===== config.mk =====
export PLATFORM = sky130hd
export DESIGN_NAME = kernel_weight_fetch_flat
export DESIGN_NICKNAME = d
export VERILOG_FILES = /design/src/rtl/kernel_weight_fetch_pkg.sv /design/src/rtl/kernel_weight_fetch_if.sv /design/src/rtl/kernel_weight_fetch_delay_counter.sv /design/src/rtl/kernel_weight_fetch.sv /design/src/flat_wrapper.sv
export SDC_FILE = /design/constraint.sdc
export NUM_CORES = 1
export LEC_CHECK = 0
export BUFFER_PORTS_ARGS = -buffer_cell sky130_fd_sc_hd__buf_2
export CELL_PAD_IN_SITES_DETAIL_PLACEMENT = 1
export CELL_PAD_IN_SITES_GLOBAL_PLACEMENT = 2
export CORE_UTILIZATION = 27
export DETAILED_ROUTE_END_ITERATION = 16
export PLACE_DENSITY = 0.92
export SYNTH_ARGS = -nofsm -noshare
export SYNTH_HDL_FRONTEND = slang
export SYNTH_SLANG_ARGS = --single-unit

===== constraint.sdc =====
create_clock -name clk -period 3.5 [get_ports clk]
set_input_delay 0.7 -clock clk [delete_from_list [all_inputs] [get_ports clk]]
set_output_delay 0.7 -clock clk [all_outputs]
set_load 0.01 [all_outputs]

===== src/rtl/kernel_weight_fetch_pkg.sv =====
// Shared definitions for the kernel weight fetch unit: word geometry, FSM
// encoding and the fetch-mode flag.
package kernel_weight_fetch_pkg;

    localparam int KER_WORD_W = 144;
    localparam int WEIGHT_W   = 16;
    localparam int N_WEIGHTS  = KER_WORD_W / WEIGHT_W;
    localparam int CH_W       = 9;
    localparam int CNT_W      = 4;

    typedef enum logic [2:0] {
        ST_IDLE      = 3'd0,
        ST_REQ       = 3'd1,
        ST_WAIT_CU   = 3'd2,
        ST_WAIT_BRAM = 3'd3,
        ST_CAPTURE   = 3'd4
    } state_t;

    typedef enum logic {
        MODE_PRIME = 1'b0,
        MODE_ADV   = 1'b1
    } mode_t;

endpackage


===== src/rtl/kernel_weight_fetch_if.sv =====
// Signal bundle between the kernel BRAM side / sequencer and the weight fetch unit.
interface kernel_weight_fetch_if;
    import kernel_weight_fetch_pkg::*;

    logic                  prime;
    logic                  advance;
    logic [KER_WORD_W-1:0] ker_doutb;
    logic                  last_channel_in;
    logic                  update_BRAM_doutb;
    logic [KER_WORD_W-1:0] weights;
    logic                  weights_valid;
    logic [CH_W-1:0]       chan_idx;
    logic                  kernel_wrap;
    logic                  busy;
    logic                  req_overrun;

    modport slave (
        input  prime, advance, ker_doutb, last_channel_in,
        output update_BRAM_doutb, weights, weights_valid, chan_idx,
               kernel_wrap, busy, req_overrun
    );

    modport master (
        output prime, advance, ker_doutb, last_channel_in,
        input  update_BRAM_doutb, weights, weights_valid, chan_idx,
               kernel_wrap, busy, req_overrun
    );

endinterface


===== src/rtl/kernel_weight_fetch_delay_counter.sv =====
// Loadable down-counter with a zero flag; shared by the control-unit settle
// and BRAM latency wait phases.
module fetch_delay_counter #(
    parameter int W = 4
) (
    input  logic         clk,
    input  logic         Reset,
    input  logic         load,
    input  logic [W-1:0] load_val,
    output logic         zero
);

    logic [W-1:0] count_reg;

    always_ff @(posedge clk) begin
        if (!Reset) begin
            count_reg <= '0;
        end else if (load) begin
            count_reg <= load_val;
        end else if (count_reg != '0) begin
            count_reg <= count_reg - W'(1);
        end
    end

    assign zero = (count_reg == '0);

endmodule


===== src/rtl/kernel_weight_fetch.sv =====
// Port-B read sequencer: requests an address advance, waits for the control
// unit and BRAM to settle, then holds the captured kernel word for the MAC array.
module kernel_weight_fetch
    import kernel_weight_fetch_pkg::*;
#(
    parameter int BRAM_LATENCY = 2,
    parameter int CU_SETTLE    = 3
) (
    input  logic                 clk,
    input  logic                 Reset,
    kernel_weight_fetch_if.slave bus
);

    localparam logic [CNT_W-1:0] CU_LOAD   = CNT_W'(CU_SETTLE - 1);
    localparam logic [CNT_W-1:0] BRAM_LOAD = CNT_W'(BRAM_LATENCY - 1);

    state_t            state_reg, state_next;
    mode_t             mode_reg, mode_next;
    logic              wrap_flag_reg;
    logic              weights_valid_reg;
    logic              kernel_wrap_reg;
    logic              req_overrun_reg;
    logic [CH_W-1:0]   chan_idx_reg;

    logic              accept;
    logic              cnt_load;
    logic [CNT_W-1:0]  cnt_load_val;
    logic              cnt_zero;
    logic              is_idle, is_capture, req_any;

    assign is_idle    = (state_reg == ST_IDLE);
    assign is_capture = (state_reg == ST_CAPTURE);
    assign req_any    = bus.prime | bus.advance;

    fetch_delay_counter #(.W(CNT_W)) u_delay (
        .clk      (clk),
        .Reset    (Reset),
        .load     (cnt_load),
        .load_val (cnt_load_val),
        .zero     (cnt_zero)
    );

    always_ff @(posedge clk) begin
        if (!Reset) begin
            state_reg <= ST_IDLE;
            mode_reg  <= MODE_PRIME;
        end else begin
            state_reg <= state_next;
            mode_reg  <= mode_next;
        end
    end

    always_comb begin
        state_next   = state_reg;
        mode_next    = mode_reg;
        accept       = 1'b0;
        cnt_load     = 1'b0;
        cnt_load_val = '0;
        case (state_reg)
            ST_IDLE: begin
                // prime has priority; a simultaneous advance is dropped
                if (bus.prime) begin
                    state_next   = ST_WAIT_BRAM;
                    mode_next    = MODE_PRIME;
                    accept       = 1'b1;
                    cnt_load     = 1'b1;
                    cnt_load_val = BRAM_LOAD;
                end else if (bus.advance) begin
                    state_next = ST_REQ;
                    mode_next  = MODE_ADV;
                    accept     = 1'b1;
                end
            end
            ST_REQ: begin
                state_next   = ST_WAIT_CU;
                cnt_load     = 1'b1;
                cnt_load_val = CU_LOAD;
            end
            ST_WAIT_CU: begin
                if (cnt_zero) begin
                    state_next   = ST_WAIT_BRAM;
                    cnt_load     = 1'b1;
                    cnt_load_val = BRAM_LOAD;
                end
            end
            ST_WAIT_BRAM: begin
                if (cnt_zero) begin
                    state_next = ST_CAPTURE;
                end
            end
            ST_CAPTURE: begin
                state_next = ST_IDLE;
            end
            default: begin
                state_next = ST_IDLE;
            end
        endcase
    end

    always_ff @(posedge clk) begin
        if (!Reset) begin
            wrap_flag_reg     <= 1'b0;
            weights_valid_reg <= 1'b0;
            kernel_wrap_reg   <= 1'b0;
            req_overrun_reg   <= 1'b0;
            chan_idx_reg      <= '0;
        end else begin
            if (is_capture) begin
                wrap_flag_reg <= 1'b0;
            end else if (state_reg == ST_WAIT_CU && bus.last_channel_in) begin
                wrap_flag_reg <= 1'b1;
            end

            if (accept) begin
                weights_valid_reg <= 1'b0;
            end else if (is_capture) begin
                weights_valid_reg <= 1'b1;
            end

            if (is_capture) begin
                if (mode_reg == MODE_ADV && !wrap_flag_reg) begin
                    chan_idx_reg <= chan_idx_reg + CH_W'(1);
                end else begin
                    chan_idx_reg <= '0;
                end
            end

            kernel_wrap_reg <= is_capture && (mode_reg == MODE_ADV) && wrap_flag_reg;

            if (req_any && (!is_idle || (bus.prime && bus.advance))) begin
                req_overrun_reg <= 1'b1;
            end
        end
    end

    // Held word is kept as per-weight lanes so each 16-bit field has its own register.
    genvar gi;
    generate
        for (gi = 0; gi < N_WEIGHTS; gi++) begin : g_lane
            logic [WEIGHT_W-1:0] lane_reg;
            always_ff @(posedge clk) begin
                if (!Reset) begin
                    lane_reg <= '0;
                end else if (is_capture) begin
                    lane_reg <= bus.ker_doutb[gi*WEIGHT_W +: WEIGHT_W];
                end
            end
            assign bus.weights[gi*WEIGHT_W +: WEIGHT_W] = lane_reg;
        end
    endgenerate

    assign bus.update_BRAM_doutb = (state_reg == ST_REQ);
    assign bus.busy              = !is_idle;
    assign bus.weights_valid     = weights_valid_reg;
    assign bus.chan_idx          = chan_idx_reg;
    assign bus.kernel_wrap       = kernel_wrap_reg;
    assign bus.req_overrun       = req_overrun_reg;

endmodule


===== src/flat_wrapper.sv =====
// flat-port wrapper written by rule: the top's interface ports become plain ports
module kernel_weight_fetch_flat import kernel_weight_fetch_pkg::*;
#(
    parameter int BRAM_LATENCY = 2,
    parameter int CU_SETTLE    = 3
)
  (clk, Reset, bus_prime, bus_advance, bus_ker_doutb, bus_last_channel_in, bus_update_BRAM_doutb, bus_weights, bus_weights_valid, bus_chan_idx, bus_kernel_wrap, bus_busy, bus_req_overrun);
  kernel_weight_fetch_if bus_i ();
  input  logic clk;
  input  logic Reset;
  input wire logic [$bits(bus_i.prime)-1:0] bus_prime;
  input wire logic [$bits(bus_i.advance)-1:0] bus_advance;
  input wire logic [$bits(bus_i.ker_doutb)-1:0] bus_ker_doutb;
  input wire logic [$bits(bus_i.last_channel_in)-1:0] bus_last_channel_in;
  output wire logic [$bits(bus_i.update_BRAM_doutb)-1:0] bus_update_BRAM_doutb;
  output wire logic [$bits(bus_i.weights)-1:0] bus_weights;
  output wire logic [$bits(bus_i.weights_valid)-1:0] bus_weights_valid;
  output wire logic [$bits(bus_i.chan_idx)-1:0] bus_chan_idx;
  output wire logic [$bits(bus_i.kernel_wrap)-1:0] bus_kernel_wrap;
  output wire logic [$bits(bus_i.busy)-1:0] bus_busy;
  output wire logic [$bits(bus_i.req_overrun)-1:0] bus_req_overrun;
  assign bus_i.prime = bus_prime;
  assign bus_i.advance = bus_advance;
  assign bus_i.ker_doutb = bus_ker_doutb;
  assign bus_i.last_channel_in = bus_last_channel_in;
  assign bus_update_BRAM_doutb = bus_i.update_BRAM_doutb;
  assign bus_weights = bus_i.weights;
  assign bus_weights_valid = bus_i.weights_valid;
  assign bus_chan_idx = bus_i.chan_idx;
  assign bus_kernel_wrap = bus_i.kernel_wrap;
  assign bus_busy = bus_i.busy;
  assign bus_req_overrun = bus_i.req_overrun;
  kernel_weight_fetch #(.BRAM_LATENCY(BRAM_LATENCY), .CU_SETTLE(CU_SETTLE)) u_core (.clk(clk), .Reset(Reset), .bus(bus_i));
endmodule

==> summary by stage <==
Outcome
The flow ran to the end, and the final reports show no timing, DRC or antenna violations.

Route
The detail-routed via count per cell is 4.357. The DRC violations left is 0. The iteration count of the initial detailed-routing pass is 4.

For this block, the routed nets add up to between 15 and 20 mm of wire. In this run, the number of DRC markers left after iteration 0 of detailed routing was 224. The average routed wire per standard cell is roughly 14 um. The count of nets left with antenna violations after detail routing is 0.

The via count is ~5900.

Power and ir drop
The overall power is 4.480 mW. Of the total power, combinational logic draws 0.113. The switching part of the total is 0.2587. The leakage power is approximately 3.7 nW. Across the VDD grid, the largest voltage drop is around 0.26 mV.

The register share of total power is 0.450. Internal power comes to approximately 3.3 mW. The clock network power share is 0.437. For this design the ratio of total power to cell area is ~520 nW/um^2.

For this design the total switching power over the nets is about 1.2 mW.

Worst setup path
Walking the worst path, the cells encountered are nor3_1 -> inv_1 -> buf_2. The critical path in this run is classified as reg -> out. For the worst setup path, the data arrival time is roughly 1.6 ns. The sort of element at the end of the critical path is an output pin. The critical path contains buffers and inverters numbering 2 combined.

The largest fanout on the critical path is 16. STA classifies the critical path startpoint as a flop. The largest individual stage delay along the critical path comes from the cell dfxtp_1.

The maximum cell stage delay along the critical path is about 0.46 ns. The gate family responsible for the most delay along the worst path is flip-flops. The required time of the worst setup path is 2.80 ns.

Logic synthesis
For this run, the number of Yosys warnings is 0. In the post-synthesis netlist, the biggest area contributors are dfxtp_1, nand2_1, a21boi_0. When the netlist entered floorplanning its net count stood at just under 900. The mapped netlist covers between 6000 and 7000 sq um. The cell count after synthesis came out at ~740. In this run, synthesis produced a sequential element count of around 170. The synthesized area per cell is roughly 8.5 sq um. The sequential-to-total area share from yosys stat is 0.5234. The post-synthesis cell type with the largest combined area is dfxtp_1. The netlist uses 39 different library cells. Of the post-synthesis cell area, the dominant cell type holds 0.5234.

Die
The core box area is ~23000 sq um. For this configuration, the core starts out at a cell density of 0.2771. The die outline height is about 150 um. Pin placement for this block handled between 300 and 400 I/O pins. The floorplan die width is 154.9 um.

The area of the die is around 24000 sq um. The initialized floorplan defines 55 standard-cell rows.

STA
Setup violations remaining at the end of the flow were counted as 0. The transition time at the pin with the least slew margin is between 0.8 and 0.9 ns. The time the final worst path needs with I/O delays and setup is 2.306 ns. Between clock sinks in the finished design, the worst skew comes to between 0.008 and 0.009 ns. Setup repair after global routing left no endpoint under its margin.

The worst slew margin relative to its limit is 0.4134. The final number of hold-violating endpoints is 0. In the final timing run, aggregate negative setup slack is 0 ns.

The highest attainable clock frequency is between 0.4 and 0.5 GHz. In the finished design, the share of the clock period the worst path needs comes to 0.6588. The setup slack after layout is about 1.2 ns. The number of pins exceeding their max-slew limit in the final report is 0. Hold is met by around 0.45 ns.

CTS
The source-to-sink clock delay at the later pin of the worst-skew pair is 0.42 ns. CTS saw about 170 sinks. The post-CTS resize count is 0. The root buffer cell is clkbuf_16.

The number of buffers inserted during clock tree synthesis is 17. The largest buffer count on any clock path is 2. The number of setup buffers added after CTS is 0. The clock-pin slew on the worst setup and hold paths is 0.06 ns.

The CTS tree is done. The total number of H-tree levels is 4. The hold buffer count at cts is 0.

Cells and area
The number of flip-flops under the largest register name is ~140. The number of nets in the finished design is between 1000 and 1500. The finished layout holds 1349 standard cells, fillers aside. The proportion of layout cells with a drive suffix above 1 is 0.3398. 0 antenna diodes ended up in the layout. The filler cells instantiated in the layout total 2824. The area growth from synthesis to final layout is 37.23%.

Flow run
The number of violations of the max-capacitance limit is 0.

Global route
The number of antenna violations at the first check in global routing is 0. The via count of the first global-routing pass came to 5799. In the global route stage, overall resource usage came out at 0.1621.

The wire length of the first global-routing pass is 30.71 mm. The maximum number of pins on one net before global-route repair is between 60 and 70. The total grt overflow is 0.

Placed design
The wire-length estimate of the detail-placed layout is around 14 mm. The number of cells in the design after placement is approximately 1300. The routability congestion estimate is ~0.74.

Timing analysis after detailed placement gives a worst setup slack of between 1 and 1.5 ns. The number of port buffers is between 300 and 400.

Worst hold path
The class of the most critical hold timing path is reg -> reg.
==> placed cells by master, fill, tap and decap left out, drive strengths merged, types with 2 or more instances in the layout <==
master    count
clkinvlp      6
buf         314
or3           4
a21oi        11
nor2          7
o311ai        2
clkbuf       19
or3b          2
nor3          5
nor3b         3
a21boi      147
nand3b        2
nand3         2
dfxtp       165
inv          11
nor2b         2
nand2       298
o21ai         9
ha            2
o31ai         4
bufinv        3
nand4         2
or4           3
==> per-stage QoR <==
step / utilization / instance area (sq um)
after floorplan: - / 6311
after CTS: 0.3802 / 8661
after global routing: 0.3802 / 8661
after global placement: 0.3536 / 8055
final: 0.3802 / 8661
after detailed placement: 0.3536 / 8055
==> final timing paths <==
kind | slack (ns) | cells after the start | end | from
max reg2reg | 1.26 | 4 | u_core.g_lane[7].lane_reg[5] | u_core.state_reg[1]
max | 1.19 | 3 | bus_busy | u_core.state_reg[1]
min | 0.45 | 2 | u_core.g_lane[5].lane_reg[14] | u_core.g_lane[5].lane_reg[14]
min reg2reg | 0.45 | 2 | u_core.g_lane[5].lane_reg[14] | u_core.g_lane[5].lane_reg[14]
==> layer usage <==
metal,track usage,vias to the layer above,wire length [um]
met2,0.2885,167,9826
met5,0,-,0
met4,0.05563,0,313
met3,0.04178,23,1045
li1,-,2988,-
met1,0.1877,2700,8348
==> logic make-up after synthesis <==
group / share of synthesized area
adders and majority gates: 0.003964
buffers and inverters: 0.04580
DFF: 0.5234
xor gates and xnor gates: 0.001388
and+or+nand+nor: 0.2151
AOI/OAI and AO/OA: 0.2086
muxes: 0.001784
==> synth_stat cells <==
library cell and instances:
nand2_1 298, dfxtp_1 165, a21boi_0 142, buf_2 30, clkbuf_1 21, a21oi_1 11, o21ai_0 8, inv_1 7
nor2_1 7, a21boi_1 5, nor3_1 5, o31ai_1 4, or3_1 4, buf_6 3, or4_1 3, ha_1 2
nand3_1 2, nand3b_1 2, nand4_1 2, nor2b_1 2, nor3b_2 2, o311ai_0 2, a2111oi_0 1, a211oi_1 1
a311oi_1 1, and2_1 1, and4b_1 1, mux2_2 1, nand2b_1 1, nand4bb_1 1, nor3b_1 1, o21a_1 1
o21ai_4 1, o221a_2 1, o311a_1 1, or2_2 1, or3b_1 1, or3b_2 1, xnor2_1 1
==> power groups by stage <==
stage | sequential, mW | combinational [mW] | clock (mW)
6_report | 2.01 | 0.508 | 1.96
5_1_grt | 2.03 | 0.569 | 2.11
4_1_cts | 2.01 | 0.518 | 2.03
3_5_place_dp | 2.06 | 0.515 | 0
3_3_place_gp | 2.05 | 0.505 | 0
2_1_floorplan | 2.05 | 0.306 | 0
==> worst reg2reg max path: cells and delay by family (launching register included) <==
kind / cells / cell delay [ns]
compound gates: 1 / 0.25
buf+inv: 1 / 0.39
flops: 1 / 0.64
simple gates: 2 / 0.87
==> final cells by class <==
cell class                      count  area (sq um)  area share
Inverter                            7         26.28    0.003034
Clock buffer                       19         432.9     0.04999
Multi-Input combinational cell    518          2728      0.3149
Tap cell                          313         391.6     0.04522
Sequential cell                   165          3303      0.3814
Clock inverter                     13         172.7     0.01994
Timing Repair Buffer              314          1607      0.1855
Note: power is estimated with default switching activity, not from simulation.
